===== src/rtl/linha_pkg.sv =====
// Shared definitions for the bottling-line master sequencer: state encoding,
// watchdog defaults and the command bundle exchanged with filler/sealer.
package linha_pkg;

    localparam int          LARGURA_TEMPO  = 26;
    localparam logic [25:0] TIMEOUT_PADRAO = 26'd50000000;

    typedef enum logic [2:0] {
        IDLE     = 3'd0,
        ESTEIRA  = 3'd1,
        ENCHENDO = 3'd2,
        VEDANDO  = 3'd3,
        INSPECAO = 3'd4,
        LIBERA   = 3'd5,
        ERRO     = 3'd6
    } estado_t;

    // Sealer handshake: cmd_vedacao only in VEDANDO, cq_concluido only in
    // LIBERA, so the two can never be high together.
    typedef struct packed {
        logic motor_esteira;
        logic cmd_enchimento;
        logic cmd_vedacao;
        logic cq_concluido;
        logic erro_timeout;
    } saidas_t;

    function automatic saidas_t decodificar(input estado_t e);
        saidas_t s;
        s = '0;
        case (e)
            ESTEIRA:  s.motor_esteira  = 1'b1;
            ENCHENDO: s.cmd_enchimento = 1'b1;
            VEDANDO:  s.cmd_vedacao    = 1'b1;
            LIBERA: begin
                s.cq_concluido  = 1'b1;
                s.motor_esteira = 1'b1;
            end
            ERRO:     s.erro_timeout   = 1'b1;
            default:  s = '0;
        endcase
        return s;
    endfunction

endpackage


===== src/rtl/temporizador_etapa.sv =====
// Per-stage watchdog: counts enabled cycles since the last clear and flags
// the last cycle before the limit.
module temporizador_etapa
    import linha_pkg::*;
#(
    parameter logic [25:0] LIMITE = TIMEOUT_PADRAO
) (
    input  logic clk,
    input  logic reset,
    input  logic limpar,
    input  logic habilitar,
    output logic expirou
);

    logic [LARGURA_TEMPO-1:0] tempo_q;
    logic [LARGURA_TEMPO-1:0] tempo_d;

    always_comb begin
        tempo_d = tempo_q;
        if (limpar) begin
            tempo_d = '0;
        end else if (habilitar) begin
            tempo_d = tempo_q + 26'd1;
        end
    end

    always_ff @(posedge clk or posedge reset) begin
        if (reset) begin
            tempo_q <= '0;
        end else begin
            tempo_q <= tempo_d;
        end
    end

    assign expirou = (tempo_q == (LIMITE - 26'd1));

endmodule


===== src/rtl/fsm_mestre_linha.sv =====
// Master sequencer of one bottling station: conveyor, filling, sealing
// handshake, inspection result, approved counter and watchdog error.
//
// state    | meaning
// IDLE     | line stopped, waiting for ligado and cork stock
// ESTEIRA  | conveyor running, waiting for a bottle
// ENCHENDO | filler commanded
// VEDANDO  | sealer commanded (held, watchdog frozen, during cork alarm)
// INSPECAO | waiting for the inspection verdict
// LIBERA   | sealer released, conveyor moves bottle out
// ERRO     | watchdog expired, left only by reset
module fsm_mestre_linha
    import linha_pkg::*;
#(
    parameter logic [25:0] TIMEOUT_CICLOS = TIMEOUT_PADRAO,
    parameter int          LARGURA_CONT   = 8
) (
    input  logic                    clk,
    input  logic                    reset,
    input  logic                    ligado,
    input  logic                    sensor_garrafa,
    input  logic                    enchimento_concluido,
    input  logic                    vedacao_concluida,
    input  logic                    alarme_rolha,
    input  logic                    cq_valid,
    input  logic                    cq_aprovado,
    output logic                    motor_esteira,
    output logic                    cmd_enchimento,
    output logic                    cmd_vedacao,
    output logic                    cq_concluido,
    output logic                    descarte,
    output logic [LARGURA_CONT-1:0] cont_aprovadas,
    output logic                    erro_timeout,
    output logic [2:0]              estado
);

    localparam logic [LARGURA_CONT-1:0] UM = LARGURA_CONT'(1);

    estado_t                 estado_q, estado_d;
    saidas_t                 saidas_q, saidas_d;
    logic                    descarte_q, descarte_d;
    logic [LARGURA_CONT-1:0] cont_q, cont_d;
    logic                    limpar, habilitar, expirou;

    temporizador_etapa #(
        .LIMITE (TIMEOUT_CICLOS)
    ) u_temporizador (
        .clk       (clk),
        .reset     (reset),
        .limpar    (limpar),
        .habilitar (habilitar),
        .expirou   (expirou)
    );

    always_comb begin
        estado_d   = estado_q;
        descarte_d = 1'b0;
        cont_d     = cont_q;
        habilitar  = 1'b0;
        case (estado_q)
            IDLE: begin
                if (ligado && !alarme_rolha) estado_d = ESTEIRA;
            end
            ESTEIRA: begin
                habilitar = 1'b1;
                if (sensor_garrafa)   estado_d = ENCHENDO;
                else if (!ligado)     estado_d = IDLE;
                else if (expirou)     estado_d = ERRO;
            end
            ENCHENDO: begin
                habilitar = 1'b1;
                if (enchimento_concluido) estado_d = VEDANDO;
                else if (expirou)         estado_d = ERRO;
            end
            VEDANDO: begin
                // The sealer aborts on a cork alarm; hold here without aging.
                if (!alarme_rolha) begin
                    habilitar = 1'b1;
                    if (vedacao_concluida) estado_d = INSPECAO;
                    else if (expirou)      estado_d = ERRO;
                end
            end
            INSPECAO: begin
                habilitar = 1'b1;
                if (cq_valid) begin
                    estado_d = LIBERA;
                    if (cq_aprovado) begin
                        if (cont_q != '1) cont_d = cont_q + UM;
                    end else begin
                        descarte_d = 1'b1;
                    end
                end else if (expirou) begin
                    estado_d = ERRO;
                end
            end
            LIBERA: begin
                habilitar = 1'b1;
                if (!vedacao_concluida && !sensor_garrafa) estado_d = IDLE;
                else if (expirou)                          estado_d = ERRO;
            end
            ERRO: begin
                estado_d = ERRO;
            end
            default: begin
                estado_d = IDLE;
            end
        endcase
        limpar   = (estado_d != estado_q);
        saidas_d = decodificar(estado_d);
    end

    always_ff @(posedge clk or posedge reset) begin
        if (reset) begin
            estado_q   <= IDLE;
            saidas_q   <= '0;
            descarte_q <= 1'b0;
            cont_q     <= '0;
        end else begin
            estado_q   <= estado_d;
            saidas_q   <= saidas_d;
            descarte_q <= descarte_d;
            cont_q     <= cont_d;
        end
    end

    assign motor_esteira  = saidas_q.motor_esteira;
    assign cmd_enchimento = saidas_q.cmd_enchimento;
    assign cmd_vedacao    = saidas_q.cmd_vedacao;
    assign cq_concluido   = saidas_q.cq_concluido;
    assign erro_timeout   = saidas_q.erro_timeout;
    assign descarte       = descarte_q;
    assign cont_aprovadas = cont_q;
    assign estado         = estado_q;

endmodule


===== config.mk =====
export PLATFORM = sky130hd
export DESIGN_NAME = fsm_mestre_linha
export DESIGN_NICKNAME = d
export VERILOG_FILES = /design/src/rtl/linha_pkg.sv /design/src/rtl/temporizador_etapa.sv /design/src/rtl/fsm_mestre_linha.sv
export SDC_FILE = /design/constraint.sdc
export NUM_CORES = 1
export LEC_CHECK = 0
export BUFFER_PORTS_ARGS = -buffer_cell sky130_fd_sc_hd__buf_2
export CORE_AREA = 2 2 83 85
export CTS_CLUSTER_DIAMETER = 50
export CTS_CLUSTER_SIZE = 25
export DETAILED_ROUTE_END_ITERATION = 8
export DIE_AREA = 0 0 85 87
export HOLD_SLACK_MARGIN = 0.06
export PLACE_DENSITY = 0.56
export SYNTH_ARGS = -nofsm -noshare
export SYNTH_HDL_FRONTEND = slang
export SYNTH_SLANG_ARGS = --single-unit

===== constraint.sdc =====
create_clock -name clk -period 2.9 [get_ports clk]
set_clock_uncertainty 0.2 [all_clocks]
set_input_delay 0.145 -clock clk [delete_from_list [all_inputs] [get_ports clk]]
set_output_delay 0.145 -clock clk [all_outputs]
set_load 0.01 [all_outputs]

==> impl_results.md <==
- Placed Instances: 351
- Final period util: 0.8766
- Worst Path Max Fanout: 23
- Seq. cell area: roughly 1100 µm²
- Fill cells: 645
- Die X: 85 µm
- Row count: 30
- # H-tree levels: 2
- Worst-Margin Slew: 1035 ps
- VDD IR max: 0.0004051 V
- HP Start: vedacao_concluida
- CTS tree: yes
- Area leader, netlist: dfrtp_1
- WL met3: 246 µm
- Ant. Diodes: 0
- Max-cap viol count: 0
- Syn Std Cell Area: between 2000 and 3000 µm²
- Pin count of the biggest net entering global routing: 29
- Via/cell ratio: 5.216
- PwrDens: 736.8 nW/µm²
- Vias in the first global route: 1,834
- Post-layout nets: between 200 and 300
- Routed WL per cell: roughly 14 µm
- Finished Layout Cells: 361
- Crit path DAT: 2570 ps
- Commonest non-fill, non-tap cell in the layout: dfrtp_1
- Max Used Layer: met4
- Full die area: between 7000 and 8000 µm²
- Register area share after synthesis: 0.4300
- Layout cells sized above 1: 0.2206
- Num CTS Buffers: 5
- DRT Pass-1 Iters: 4
- Syn Area/Cell: 9.930 µm²
- Sinks on Clock Net: 43
- Endpoints failing hold: 0
- CP Launch Type: flop
- Leak: 1.316 nW
- Synth Flop Type: dfrtp_1
- Area share of the largest cell type after synthesis: 0.4300
- Family with the most delay on the worst path: simple AND/OR/NAND/NOR gates
- Worst EP required: 2930 ps
- Most frequent cells in the layout: 43 x dfrtp_1, 25 x buf_2, 24 x nor2_1, 20 x xor2_1, 19 x nand3_1
- Post-layout min period: 2542 ps
- Detailed Place HPWL: 3547 µm
- Final Routed Wirelength: 5106 µm
- Final max-slew violation count: 0
- Syn nets: 263
- Number of synthesized register bits: 43
- Initial Util: 0.3810
- Starting DRT DRC Count: 99
- Crit. Startpoint: estado[2]
- Die height: about 87 µm
- Fmax: 393.4 MHz
- Vias: 1,883
- Post-synth EDFFs: 0
- Ys async rst share: 1.000
- Worst Path Buf+Inv: 0
- RSZ-0062 raised after global routing: false
- Crit end category: flop
- First-pass GRT wire length: 8859 µm
- CP max stage delay: 860 ps
- Total grt overflow: 0
- Slowest cell on the critical path: dfrtp_1
- Core outline area: 6569 µm²
- DRC Markers: 0
- Mapped Cells: 252
- Final Hold Slack: 71.83 ps
- Synth area leaders: dfrtp_1 43%, xor2_1 7.0%, xnor2_1 4.2%
- Post-layout util: 0.4270
- Post-CTS Setup Inserts: 0
- Final TNS setup: 0 ps
- Multi-input logic area: roughly 1300 µm²
- Power, Total: between 0.002 and 0.0025 W
- Area delta synth->final: 12.10%
- Distinct cell type count after synthesis: 54
- Initial antenna violation count: 0
- Final RePlAce weighted congestion: 0.8530
- Reg2reg start: estado[2]
- Met1 wire length: 2506 µm
- Final Setup Violations: 0
- Aggregate global-route resource usage: 0.1494
- WL met2: 2324 µm
- Crit Path Class: reg2reg
- Worst-path clk slew: 80 ps
- Crit path cell chain: nand2b_4, or3_1, nor3b_2, nand2_1, nor3_2, xor2_1
- CTS Root Cell: clkbuf_8
- Port Buffer Count: 25
- Headroom to the max-slew limit: 0.3058
- Yosys warning total: 0
- Antenna Violating Nets Remaining: 0
- Tightest Hold Check Type: in2reg
- Worst skew pair latency: 290 ps
- Status: completed
- Clk buf depth: 2
- Ports: 26
-- through the flow --
step	cell area [µm²]	worst slack, ps
6_report	2805	357.8
5_1_grt	2805	133.8
4_1_cts	2798	281.4
3_5_place_dp	2680	292.1
3_3_place_gp	2680	336.0
2_1_floorplan	2502	777.1
-- sequential cells by signal, indices dropped and copies added, names as in the netlist --
signal / count
u_temporizador.tempo_q: 26
cont_aprovadas: 8
estado: 3
cmd_enchimento: 1
cmd_vedacao: 1
cq_concluido: 1
descarte: 1
erro_timeout: 1
motor_esteira: 1
-- power breakdown --
group          internal, W  switching [W]
Clock             0.000187       0.000204
Sequential        0.000688       0.000146
Combinational     0.000332       0.000509
-- routing by layer --
| layer | vias up | track usage |
|---|---|---|
| li1 | 944 | - |
| met1 | 896 | 0.2090 |
| met2 | 39 | 0.2322 |
| met3 | 4 | 0.04265 |
| met4 | 0 | 0.03030 |
| met5 | - | 0 |
-- tightest hold or removal path: stages --
cell,delay [ps]
buf_2,150
nor2_1,140
o31ai_1,90
-- final timing paths --
path / endpoint / slack, ps / cells after the start
max: cont_aprovadas[6] / 360 / 6
min: cq_concluido / 70 / 3
max reg2reg: cont_aprovadas[6] / 360 / 6
min reg2reg: cont_aprovadas[6] / 300 / 1
max in group asynchronous: u_temporizador.tempo_q[3] / 1480 / 4
min in group asynchronous: cont_aprovadas[3] / 310 / 3
-- layout make-up --
type / count / share of cell area
Clock buffer: 6 / 0.02944
Clock inverter: 1 / 0.001784
Inverter: 10 / 0.01338
Multi-Input combinational cell: 188 / 0.4674
Sequential cell: 43 / 0.3836
Tap cell: 80 / 0.03568
Timing Repair Buffer: 33 / 0.06869
-- synth_stat cells, types with 2 or more instances --
| cell type | number |
|---|---|
| a21o_1 | 6 |
| a21oi_1 | 5 |
| and2_1 | 2 |
| and3_1 | 6 |
| and4_1 | 2 |
| buf_2 | 2 |
| buf_4 | 5 |
| buf_6 | 3 |
| dfrtp_1 | 43 |
| ha_1 | 2 |
| inv_1 | 10 |
| mux2i_1 | 2 |
| nand2_1 | 15 |
| nand3_1 | 19 |
| nand4_1 | 4 |
| nor2_1 | 24 |
| nor3_1 | 14 |
| nor3_2 | 10 |
| nor3b_1 | 2 |
| o21ai_0 | 8 |
| o31ai_1 | 3 |
| or3_1 | 2 |
| or3_4 | 2 |
| xnor2_1 | 12 |
| xor2_1 | 20 |
-- kinds of logic (layout without fill, tap and decap cells) --
group	Yosys count	in the layout	synth area share
buf+inv	21	50	0.04900
mux	3	3	0.01250
compound gates	38	38	0.1140
xor+xnor	32	32	0.1120
simple gates	113	113	0.2725
fa+ha+maj	2	2	0.009998
flops	43	43	0.4300
-- what timing repair did --
action | CTS | global route
hold buffers | 3 | 0
resized for setup | 0 | 1
endpoints found under the hold margin | 29 | 0
setup endpoints to repair | 0 | 12
Power figures use the tool's default switching activity.
